===== src/rtl/toggle_arb_pkg.sv =====
// Shared types and constants for the toggle arbiter and its round-robin picker.
package toggle_arb_pkg;

   // Arbiter control states; only these three are ever reachable.
   typedef enum logic [1:0] {
      IDLE  = 2'd0,
      GRANT = 2'd1,
      APPLY = 2'd2
   } state_t;

   localparam int DEF_NREQ = 4;
   localparam int DEF_W    = 8;
   localparam int CNT_W    = 8;

   localparam logic [CNT_W-1:0] CNT_MAX = '1;

   // Increment that sticks at the all-ones value instead of wrapping.
   function automatic logic [CNT_W-1:0] sat_inc(input logic [CNT_W-1:0] v);
      return (v == CNT_MAX) ? v : v + 1'b1;
   endfunction

endpackage


===== src/rtl/toggle_arbiter_rr_pick.sv =====
// Combinational round-robin picker: first set request at or after ptr,
// wrapping modulo NREQ, returned as a one-hot vector.
module rr_pick
   import toggle_arb_pkg::*;
#(
   parameter int NREQ = DEF_NREQ,
   parameter int PW   = (NREQ > 1) ? $clog2(NREQ) : 1
) (
   input  logic [NREQ-1:0] req,
   input  logic [PW-1:0]   ptr,
   output logic [NREQ-1:0] winner,
   output logic            valid
);

   logic [NREQ-1:0] rot;
   logic [NREQ-1:0] rot_pick;
   logic            found;

   // Rotate requests so that position j holds requester (ptr + j) mod NREQ.
   always_comb begin
      rot = '0;
      for (int j = 0; j < NREQ; j++) begin
         for (int k = 0; k < NREQ; k++) begin
            if (k == (int'(ptr) + j) % NREQ) begin
               rot[j] = req[k];
            end
         end
      end
   end

   // Fixed-priority pick on the rotated vector: lowest position wins.
   always_comb begin
      rot_pick = '0;
      found    = 1'b0;
      for (int j = 0; j < NREQ; j++) begin
         if (!found && rot[j]) begin
            rot_pick[j] = 1'b1;
            found       = 1'b1;
         end
      end
   end

   // Undo the rotation so the one-hot lines up with the original requesters.
   always_comb begin
      winner = '0;
      for (int j = 0; j < NREQ; j++) begin
         for (int k = 0; k < NREQ; k++) begin
            if (k == (int'(ptr) + j) % NREQ) begin
               winner[k] = rot_pick[j];
            end
         end
      end
   end

   assign valid = |req;

endmodule


===== src/rtl/toggle_arbiter.sv =====
// Round-robin arbiter granting requesters exclusive use of a shared bank of
// T flip-flops: each completed transaction XORs the winner's mask into q.
module toggle_arbiter
   import toggle_arb_pkg::*;
#(
   parameter int NREQ = DEF_NREQ,
   parameter int W    = DEF_W
) (
   input  logic              clk,
   input  logic              rst,
   input  logic [NREQ-1:0]   req,
   input  logic [NREQ*W-1:0] tmask,
   input  logic              hold,
   output logic [NREQ-1:0]   gnt,
   output logic [NREQ-1:0]   ack,
   output logic [W-1:0]      q,
   output logic              busy,
   output logic [CNT_W-1:0]  tog_cnt
);

   localparam int             PW       = (NREQ > 1) ? $clog2(NREQ) : 1;
   localparam logic [PW-1:0]  LAST_IDX = PW'(NREQ - 1);

   state_t            state_reg;
   logic [PW-1:0]     ptr_reg;
   logic [PW-1:0]     win_reg;
   logic [NREQ-1:0]   gnt_reg;
   logic [NREQ-1:0]   ack_reg;
   logic [W-1:0]      q_reg;
   logic [CNT_W-1:0]  cnt_reg;

   logic [NREQ-1:0]   pick_onehot;
   logic              pick_valid;
   logic [PW-1:0]     pick_idx;
   logic [W-1:0]      mask_arr [NREQ];

   // Split the flat mask bus into one slice per requester.
   generate
      for (genvar gi = 0; gi < NREQ; gi++) begin : g_mask
         assign mask_arr[gi] = tmask[gi*W +: W];
      end
   endgenerate

   rr_pick #(
      .NREQ (NREQ),
      .PW   (PW)
   ) u_pick (
      .req    (req),
      .ptr    (ptr_reg),
      .winner (pick_onehot),
      .valid  (pick_valid)
   );

   // Encode the picker's one-hot result into an index for later lookups.
   always_comb begin
      pick_idx = '0;
      for (int i = 0; i < NREQ; i++) begin
         if (pick_onehot[i]) begin
            pick_idx = PW'(i);
         end
      end
   end

   // Arbitration FSM: IDLE picks, GRANT applies the toggle, APPLY retires it.
   always_ff @(posedge clk or negedge rst) begin
      if (!rst) begin
         state_reg <= IDLE;
         ptr_reg   <= '0;
         win_reg   <= '0;
         gnt_reg   <= '0;
         ack_reg   <= '0;
         q_reg     <= '0;
         cnt_reg   <= '0;
      end else begin
         case (state_reg)
            IDLE: begin
               ack_reg <= '0;
               if (!hold && pick_valid) begin
                  gnt_reg   <= pick_onehot;
                  win_reg   <= pick_idx;
                  state_reg <= GRANT;
               end else begin
                  gnt_reg <= '0;
               end
            end
            GRANT: begin
               gnt_reg <= '0;
               // A requester that dropped its request before the toggle
               // forfeits the slot without moving the priority pointer.
               if (req[win_reg]) begin
                  q_reg     <= q_reg ^ mask_arr[win_reg];
                  ack_reg   <= gnt_reg;
                  state_reg <= APPLY;
               end else begin
                  state_reg <= IDLE;
               end
            end
            APPLY: begin
               ack_reg   <= '0;
               ptr_reg   <= (win_reg == LAST_IDX) ? '0 : win_reg + 1'b1;
               cnt_reg   <= sat_inc(cnt_reg);
               state_reg <= IDLE;
            end
            default: begin
               gnt_reg   <= '0;
               ack_reg   <= '0;
               state_reg <= IDLE;
            end
         endcase
      end
   end

   assign gnt     = gnt_reg;
   assign ack     = ack_reg;
   assign q       = q_reg;
   assign busy    = (state_reg != IDLE);
   assign tog_cnt = cnt_reg;

endmodule


===== config.mk =====
export PLATFORM = sky130hd
export DESIGN_NAME = toggle_arbiter
export DESIGN_NICKNAME = d
export VERILOG_FILES = /design/src/rtl/toggle_arb_pkg.sv /design/src/rtl/toggle_arbiter_rr_pick.sv /design/src/rtl/toggle_arbiter.sv
export SDC_FILE = /design/constraint.sdc
export NUM_CORES = 1
export LEC_CHECK = 0
export BUFFER_PORTS_ARGS = -buffer_cell sky130_fd_sc_hd__buf_4
export CORE_UTILIZATION = 49
export CTS_BUF_LIST = sky130_fd_sc_hd__clkbuf_4
export DETAILED_ROUTE_END_ITERATION = 6
export PLACE_DENSITY_LB_ADDON = 0.12
export SLEW_MARGIN = 40
export SYNTH_ARGS = -nofsm -noshare
export SYNTH_HDL_FRONTEND = slang
export SYNTH_SLANG_ARGS = --single-unit
export TNS_END_PERCENT = 30

===== constraint.sdc =====
create_clock -name clk -period 1.9 [get_ports clk]
set_input_delay 0.285 -clock clk [delete_from_list [all_inputs] [get_ports clk]]
set_output_delay 0.285 -clock clk [all_outputs]
set_load 0.05 [all_outputs]

## Yosys cells after proc, flatten, opt, wreduce, memory -nomap -nowiden

Cells that the tools add are included.

| operators by class | value |
|---|---|
| $mul | 0 |
| shift operators | 0 |
| bitwise logic cells | 6 |
| eq/ne operators | 18 |
| add/sub/neg operators | 5 |
| multiplexer cells | 54 |
| divide/modulo/power cells | 0 |
| order comparisons | 2 |
| reduce and logical (&&, ||, !) cells | 21 |

Operators with widths:

| operator | count |
|---|---|
| $logic_not A32 Y1 | 4 |
| $mux W1 | 40 |
| $eq A3 B3 Y1 const A | 6 |
| $bmux W8 S2 | 1 |
| $mux W8 | 2 |
| $mux W4 | 3 |
| $mux W2 | 5 |
| $eq A2 B3 Y1 const A | 3 |
| $add A8 B1 Y8 const B | 1 |
| $eq A8 B8 Y1 const B | 1 |
| $pmux W4 S2 | 1 |
| $xor A8 B8 Y8 | 1 |
| $reduce_and A2 Y1 | 3 |
| $reduce_or A2 Y1 | 3 |
| $add A2 B1 Y2 const B | 2 |
| $add A2 B2 Y2 const B | 2 |
| $eq A2 B2 Y1 const A | 2 |
| $eq A2 B2 Y1 const B | 2 |
| $logic_and A1 B1 Y1 | 4 |
| $logic_not A1 Y1 | 4 |
| $ne A2 B2 Y1 const B | 2 |
| $pmux W2 S2 | 1 |
| $reduce_or A4 Y1 | 1 |
| $and A1 B1 Y1 const A | 3 |
| other kinds (9) | 9 |

| word-level totals | value |
|---|---|
| memories | 0 |
| register bits | 30 |
| memory bits (read-only) | 0 |
| output and inout port bits | 25 |
| bits in latches | 0 |
| bits of input ports | 39 |
| word-level logic and storage cells | 113 |
| bits in writable memories | 0 |

## Logic depth before layout (Yosys ltp)

Gate-level depths: netlist of the first run.

| logic depth | value |
|---|---|
| word-level depth | 20 |
| gate-level depth with buffers | 6 |
| gate-level depth less buffers | 5 |

## Modules after synthesis

Synthesis of the first run repeated with hierarchy kept, for this count alone.

| second synthesis, totals | value |
|---|---|
| cell total of the unflattened synthesis | 139 |
| area, all modules | 1667.8 um^2 |

By module, submodules not included:

| module | seq. area each (um^2) | times used | area an instance (um^2) | cells an instance |
|---|---|---|---|---|
| toggle_arbiter | 750.7 | 1 | 1550.2 | 120 |
| rr_pick | 0.0 | 1 | 117.6 | 19 |

## Least setup slack after synthesis of the first run

Ideal clock, no wire load.

| timing path | value |
|---|---|
| path type | register -> register |
| start | register cnt_reg[0] (netlist: tog_cnt[0]) |
| end | register cnt_reg[1] (netlist: tog_cnt[1]) |
| path buffers | 0 |
| slack | 21 ps |
| setup time | 125 ps |
| clock period less this slack | 1879 ps |
| arrival time | 1754 ps |
| stages on the path, launching flop included | 6 |
| required time | 1775 ps |
| cell sequence | dfrtp_1 > ha_1 > nand3_1 > nor2_1 > a31oi_1 > mux2_2 |

| on the way | value |
|---|---|
| word-level cells in the longest chain between the ends | 3 |
| elaborated cells on any way between the ends | 4 |
| those cells by class | 1 x add/sub; 1 x eq/ne; 1 x bitwise; 1 x reduce/logical |

Ends and longest elaborated chain:

| what | line | source |
|---|---|---|
| start, declared | toggle_arbiter.sv:30 | `logic [CNT_W-1:0] cnt_reg;` |
| start signal, assigned | toggle_arbiter.sv:101 | `cnt_reg <= sat_inc(cnt_reg);` |
| parallel branches: the longest is 3 deep, another holds $add A8 B1 Y8 | -- |  |

Parallel ways; which one is timed is not known.
A chain may end at the register's enable or synchronous reset.

## Worst setup path after layout of the first run

Same ends and word-level chain as after synthesis.

==> metrics.yaml, run 1 <==
die_h_um: 57.56
ctsRootBufferMaster: "clkbuf_4"
synthMuxAreaShare: 0.1414
num_rows: 19
synth_top_area_share: 0.4963
grt-ovfl-total: 0
synth_area_per_cell_um2: 11.82
crit_slowest_cell: "dfrtp_1"
synth-compound-area-share: 0.1183
antenna_cells: 0
initial_core_util: 0.5347
synth_top_family_by_area: "multiplexers"
rsz0062_at_grt: "false"
area_growth_pct: 38.05
grt.total_usage: 0.2310
fin_crit_ps: 1761
syn_inst: 128
crit_path_cell_trace: "ha_1 -> nand3_1 -> nor2_1 -> a31oi_1 -> mux2_2"
post-cts-setup-buffer-count: 0
power_density_nw_per_um2: 1433
cts_tree: "done"
cp_max_fo: 6
slew_headroom: 0.5606
crit_path_max_incr_delay_ps: 430
tns_ps: 0
p_leak_nw: 1.020
drt-initial-drc-count: 68
setup_violations: 0
synthFlopType: "dfrtp_1"
yosysUniqueCellTypes: 37
die_w_um: 57.56
ir_worst_vdd_mv: 1.197
worstPathArrival_ps: 1970
hpwlAfterDp_um: 2678
synth-adder-area-share: 0.01654
max_freq_mhz: 567.9
synth_area_um2: 1513
fin_nets: 240
hold_path.class: "in2reg"
numPortBuffers: 63
power.total_mw: 2.993
tightest_slew_ps: 650.6
async_flop_share: 1.000
skew_ps: 3.709
synth_area_leader_cell: "dfrtp_1"
grt_pass1_wl_um: 5623
synth_warnings: 0
endpoint_kind: "flip-flop"
ys_seq_area_frac: 0.4963
utilization: 0.7382
dr.pass1.iters: 6
report.final.slew_viol_count: 0
status: "finished with violations"
insertion_delay_ps: 320
ios: 64
cp.required_ps: 2110
worstRegToRegCells: 5
ys_ff_latch: 30
finalWirelength_um: 3499
synthTopCellsByCount: "dfrtp_1 (30), nand2_1 (19), mux4_2 (9), xnor2_1 (8), a21oi_1 (7)"
clockBufferDepth: 2
period_share: 0.9268
layout_setup_ws_ps: 139.0
final_layout_size_suffix_gt1_frac: 0.4250
synthMostInstantiatedCell: "dfrtp_1"
drt-vias-per-instance: 5.684
grt_max_degree: 31
drc: 9
grt_pass1_vias: 1238
yosys-top-cells-area: "dfrtp_1 (50%), mux4_2 (13%), nand2_1 (4.7%)"
coreArea_um2: 2829
hold_viol_final: 0
violations: "design-rule violations"
place_congestion: 0.7604
holdPathStages: 2
path_clk_slew_ps: 90
antenna_found_initial: 0
maxCapViolCount: 0
route.vias.total: 1313
synthXorXnorAreaFrac: 0.06369
synth_edf_count: 0
numCtsBuffers: 5
syn_nets: 169
wire_per_inst_um: 15.15
dp_slack_ps: 169.2
antenna_left: 0
die_area_um2: 3313
path_class: "reg2reg"
clock-sinks: 30
h-tree-depth: 2
synth_simple_gate_area_frac: 0.1373
setup.worst_path.start_class: "flip-flop"
final timing paths:
path | start | to | slack, ps
max in group asynchronous | rst | tog_cnt[3] | 1210
setup / recovery | tog_cnt[0] | tog_cnt[1] | 140
min in group asynchronous | rst | q[5] | 410
hold / removal | req[0] | gnt[0] | 250
hold reg to reg | q[1] | q[1] | 480
setup reg to reg | tog_cnt[0] | tog_cnt[1] | 140
layout by cell type, fill, tap and decap left out, types with 5 or more instances in the layout:
cell      Yosys  layout
dfrtp_1      30      30
mux4_2        9       9
buf_4         0      67
xnor2_1       8       8
nand2_1      19      19
clkbuf_4      0       5
a21oi_1       7       7
worst max-delay path: cells and delay by family (launching register included):
kind | cells | cell delay (ps)
and+or+nand+nor | 2 | 190
DFF | 1 | 430
adders and majority gates | 1 | 280
AOI/OAI and AO/OA | 1 | 380
muxes | 1 | 380
layout make-up:
class | count | area, um^2
Tap cell | 31 | 38.79
Timing Repair Buffer | 68 | 513.0
Fill cell | 198 | 740.7
Clock buffer | 5 | 37.54
Multi-Input combinational cell | 90 | 721.9
Clock inverter | 3 | 11.26
Inverter | 4 | 15.01
Sequential cell | 30 | 750.7
where the power goes:
part	switching [mW]	leakage, nW	internal, mW	total (mW)
logic	0.982	0.606	0.646	1.63
clock network	0.206	0.0277	0.131	0.337
registers	0.191	0.386	0.837	1.03
total	1.38	1.02	1.61	2.99
per-layer routing:
layer  vias up  share of wire  track usage
met3         6           0.10      0.08163
li1        616              -            -
met4         0          0.011      0.06969
met1       623           0.41       0.2898
met5         -              0            0
met2        68           0.48       0.3771
repair_timing:
action,4_1_cts,5_1_grt
endpoints found under the hold margin,30,0
gates resized for setup,0,0
hold buffers,1,0
cell families after synthesis:
group                      count (synthesis)
AOI/OAI and AO/OA                         26
and+or+nand+nor                           41
adders and majority gates                  2
xor gates and xnor gates                  11
buffers and inverters                      8
muxes                                     10
DFF                                       30
per-stage QoR:
step / hold slack [ps] / cell area, um^2 / instances
2_1_floorplan: -10.59 / 1513 / 128
3_3_place_gp: 228.0 / 2029 / 222
3_5_place_dp: 234.6 / 2029 / 222
4_1_cts: 249.2 / 2088 / 231
5_1_grt: 252.5 / 2088 / 231
6_report: 253.7 / 2088 / 231
Power figures use the tool's default switching activity.
==> run 2: changes to the inputs <==
--- a/config.mk
+++ b/config.mk
@@ -6,10 +6,12 @@
 export NUM_CORES = 1
 export LEC_CHECK = 0
 export BUFFER_PORTS_ARGS = -buffer_cell sky130_fd_sc_hd__buf_4
+export CORE_MARGIN = 5
 export CORE_UTILIZATION = 49
 export CTS_BUF_LIST = sky130_fd_sc_hd__clkbuf_4
 export DETAILED_ROUTE_END_ITERATION = 6
 export PLACE_DENSITY_LB_ADDON = 0.12
+export RECOVER_POWER = 50
 export SLEW_MARGIN = 40
 export SYNTH_ARGS = -nofsm -noshare
 export SYNTH_HDL_FRONTEND = slang
==> run 2 against run 1 <==
Net effect:
- the run now ends clean
- cell count up 0.43%
- final area down 2.5%
- count of clock-buffer cells in the layout unchanged
- clock skew up 4.8 ps
- critical path depth unchanged
- sequential power about the same
- largest cell class unchanged
- flip-flop and latch count unchanged
- via count up 0.38%
==> metrics.yaml, run 2 (synthesis results as in run 1) <==
regArea_um2: 750.7  # unchanged
post_cts_resized: 0  # unchanged
drc: 0  # was 9
setup_violations: 0  # unchanged
ir_worst_vdd_mv: 0.7279  # was 1.197 mV
setup.worst_path.start_class: "flip-flop"  # unchanged
report.final.slew_viol_count: 0  # unchanged
place_congestion: 0.8934  # was 0.7604
hold_path.class: "in2reg"  # unchanged
grt_pass1_wl_um: 6251  # was 5623 um
hpwlAfterDp_um: 2920  # was 2678 um
numPortBuffers: 63  # unchanged
route.vias.total: 1318  # was 1313
nFillCells: 263  # was 198
path_clk_slew_ps: 100  # was 90 ps
finalWirelength_um: 3855  # was 3499 um
p_leak_nw: 0.9682  # was 1.020 nW
grt_util_met1: 0.2267  # was 0.2898
grtUsageMet3: 0.07692  # was 0.08163
multi_input_area_um2: 721.9  # unchanged
insertion_delay_ps: 330  # was 320 ps
period_share: 0.9406  # was 0.9268
cp.required_ps: 2110  # about the same
slew_headroom: 0.5070  # was 0.5606
num_rows: 20  # was 19
power_density_nw_per_um2: 1438  # was 1433 nW/um^2
fin_nets: 239  # was 240
status: "finished, final reports clean"  # was finished with violations
drt-initial-drc-count: 105  # was 68
coreArea_um2: 3003  # was 2829 um^2
ctsRootBufferMaster: "clkbuf_4"  # unchanged
post-cts-setup-buffer-count: 0  # unchanged
fin_crit_ps: 1787  # was 1761 ps
hold_viol_final: 0  # unchanged
die_area_um2: 4298  # was 3313 um^2
final_layout_size_suffix_gt1_frac: 0.3618  # was 0.4250
antenna_left: 0  # unchanged
area_growth_pct: 34.57  # was 38.05%
power.total_mw: 2.928  # was 2.993 mW
grt-ovfl-total: 0  # unchanged
antenna_cells: 0  # unchanged
clock-sinks: 30  # unchanged
numCtsBuffers: 5  # unchanged
cts_tree: "done"  # unchanged
initial_core_util: 0.5038  # was 0.5347
clockBufferDepth: 2  # unchanged
tns_ps: 0  # unchanged
holdBufCountCts: 1  # unchanged
gr-usage-met2: 0.3198  # was 0.3771
grt_busiest_layer: "met2"  # unchanged
antenna_found_initial: 0  # unchanged
endpoint_kind: "flip-flop"  # unchanged
h-tree-depth: 2  # unchanged
grt_max_degree: 31  # unchanged
die_w_um: 65.56  # was 57.56 um
dr.pass1.iters: 4  # was 6
tightest_slew_ps: 739.5  # was 650.6 ps
grt.total_usage: 0.1924  # was 0.2310
path_class: "reg2reg"  # unchanged
maxCapViolCount: 0  # unchanged
rsz0062_at_grt: "false"  # unchanged
r2r_setup_slack_ps: 110  # was 140 ps
ios: 64  # unchanged
max_freq_mhz: 559.5  # was 567.9 MHz
skew_ps: 8.493  # was 3.709 ps
wire_per_inst_um: 16.62  # was 15.15 um
drt-vias-per-instance: 5.681  # was 5.684
mostFrequentLayoutCell: "buf_4"  # unchanged
grt_pass1_vias: 1321  # was 1238
die_h_um: 65.56  # was 57.56 um
worstPathArrival_ps: 2000  # was 1970 ps
cp_max_fo: 6  # unchanged
most-common-layout-cells: "buf_4 (53), dfrtp_1 (30), nand2_1 (19)"  # was buf_4 (67), dfrtp_1 (30), nand2_1 (19)
==> run 2: cell types whose count changed in the layout (fill, tap and decap cells not counted), sizes merged <==
cell | previous run | this run
clkbuf | 5 | 18
buf | 67 | 53
==> run 2: layout make-up <==
class                      count  area share
timing repair buffer          67      0.2250
inverter                       4    0.007376
clock inverter                 3    0.005532
sequential                    30      0.3688
tap                           33     0.02028
multi-input combinational     90      0.3546
clock buffer                   5     0.01844
==> run 2: power breakdown <==
group | total, mW | internal, mW | switching (mW)
Combinational | 1.55 | 0.560 | 0.993
Clock | 0.342 | 0.131 | 0.211
Sequential | 1.03 | 0.837 | 0.196
==> run 2: worst max-delay path: stages (launching register included) <==
cell and delay, ps:
dfrtp_1 430, ha_1 290, nand3_1 110, nor2_1 70
a31oi_1 380, mux2_2 390
==> run 2: layer usage <==
layer	wire, um	part of all wire	vias to the layer above
li1	-	-	622
met1	1586	0.41	619
met2	1802	0.47	69
met3	413	0.11	8
met4	53	0.014	0
met5	0	0	-
==> run 2: worst paths after layout <==
check	end	startpoint	cells after the start
max	tog_cnt[1]	tog_cnt[0]	5
min	gnt[0]	req[0]	2
max reg2reg	tog_cnt[1]	tog_cnt[0]	5
min reg2reg	q[4]	q[4]	1
max in group asynchronous	gnt[3]	rst	2
min in group asynchronous	gnt[0]	rst	2
==> run 2: stage by stage <==
stage / worst slack [ps] / hold WS (ps) / instance area [um^2] / util / cells
finish: 112.8 / 243.4 / 2036 / 0.6779 / 232
global route: 50.29 / 245.1 / 2036 / 0.6779 / 232
floorplan: 21.02 / -10.59 / 1513 / - / 128
CTS: 131.3 / 234.1 / 2083 / 0.6938 / 232
detailed placement: 154.2 / 233.0 / 2024 / 0.6742 / 223
global placement: 244.9 / 229.2 / 2024 / 0.6742 / 223
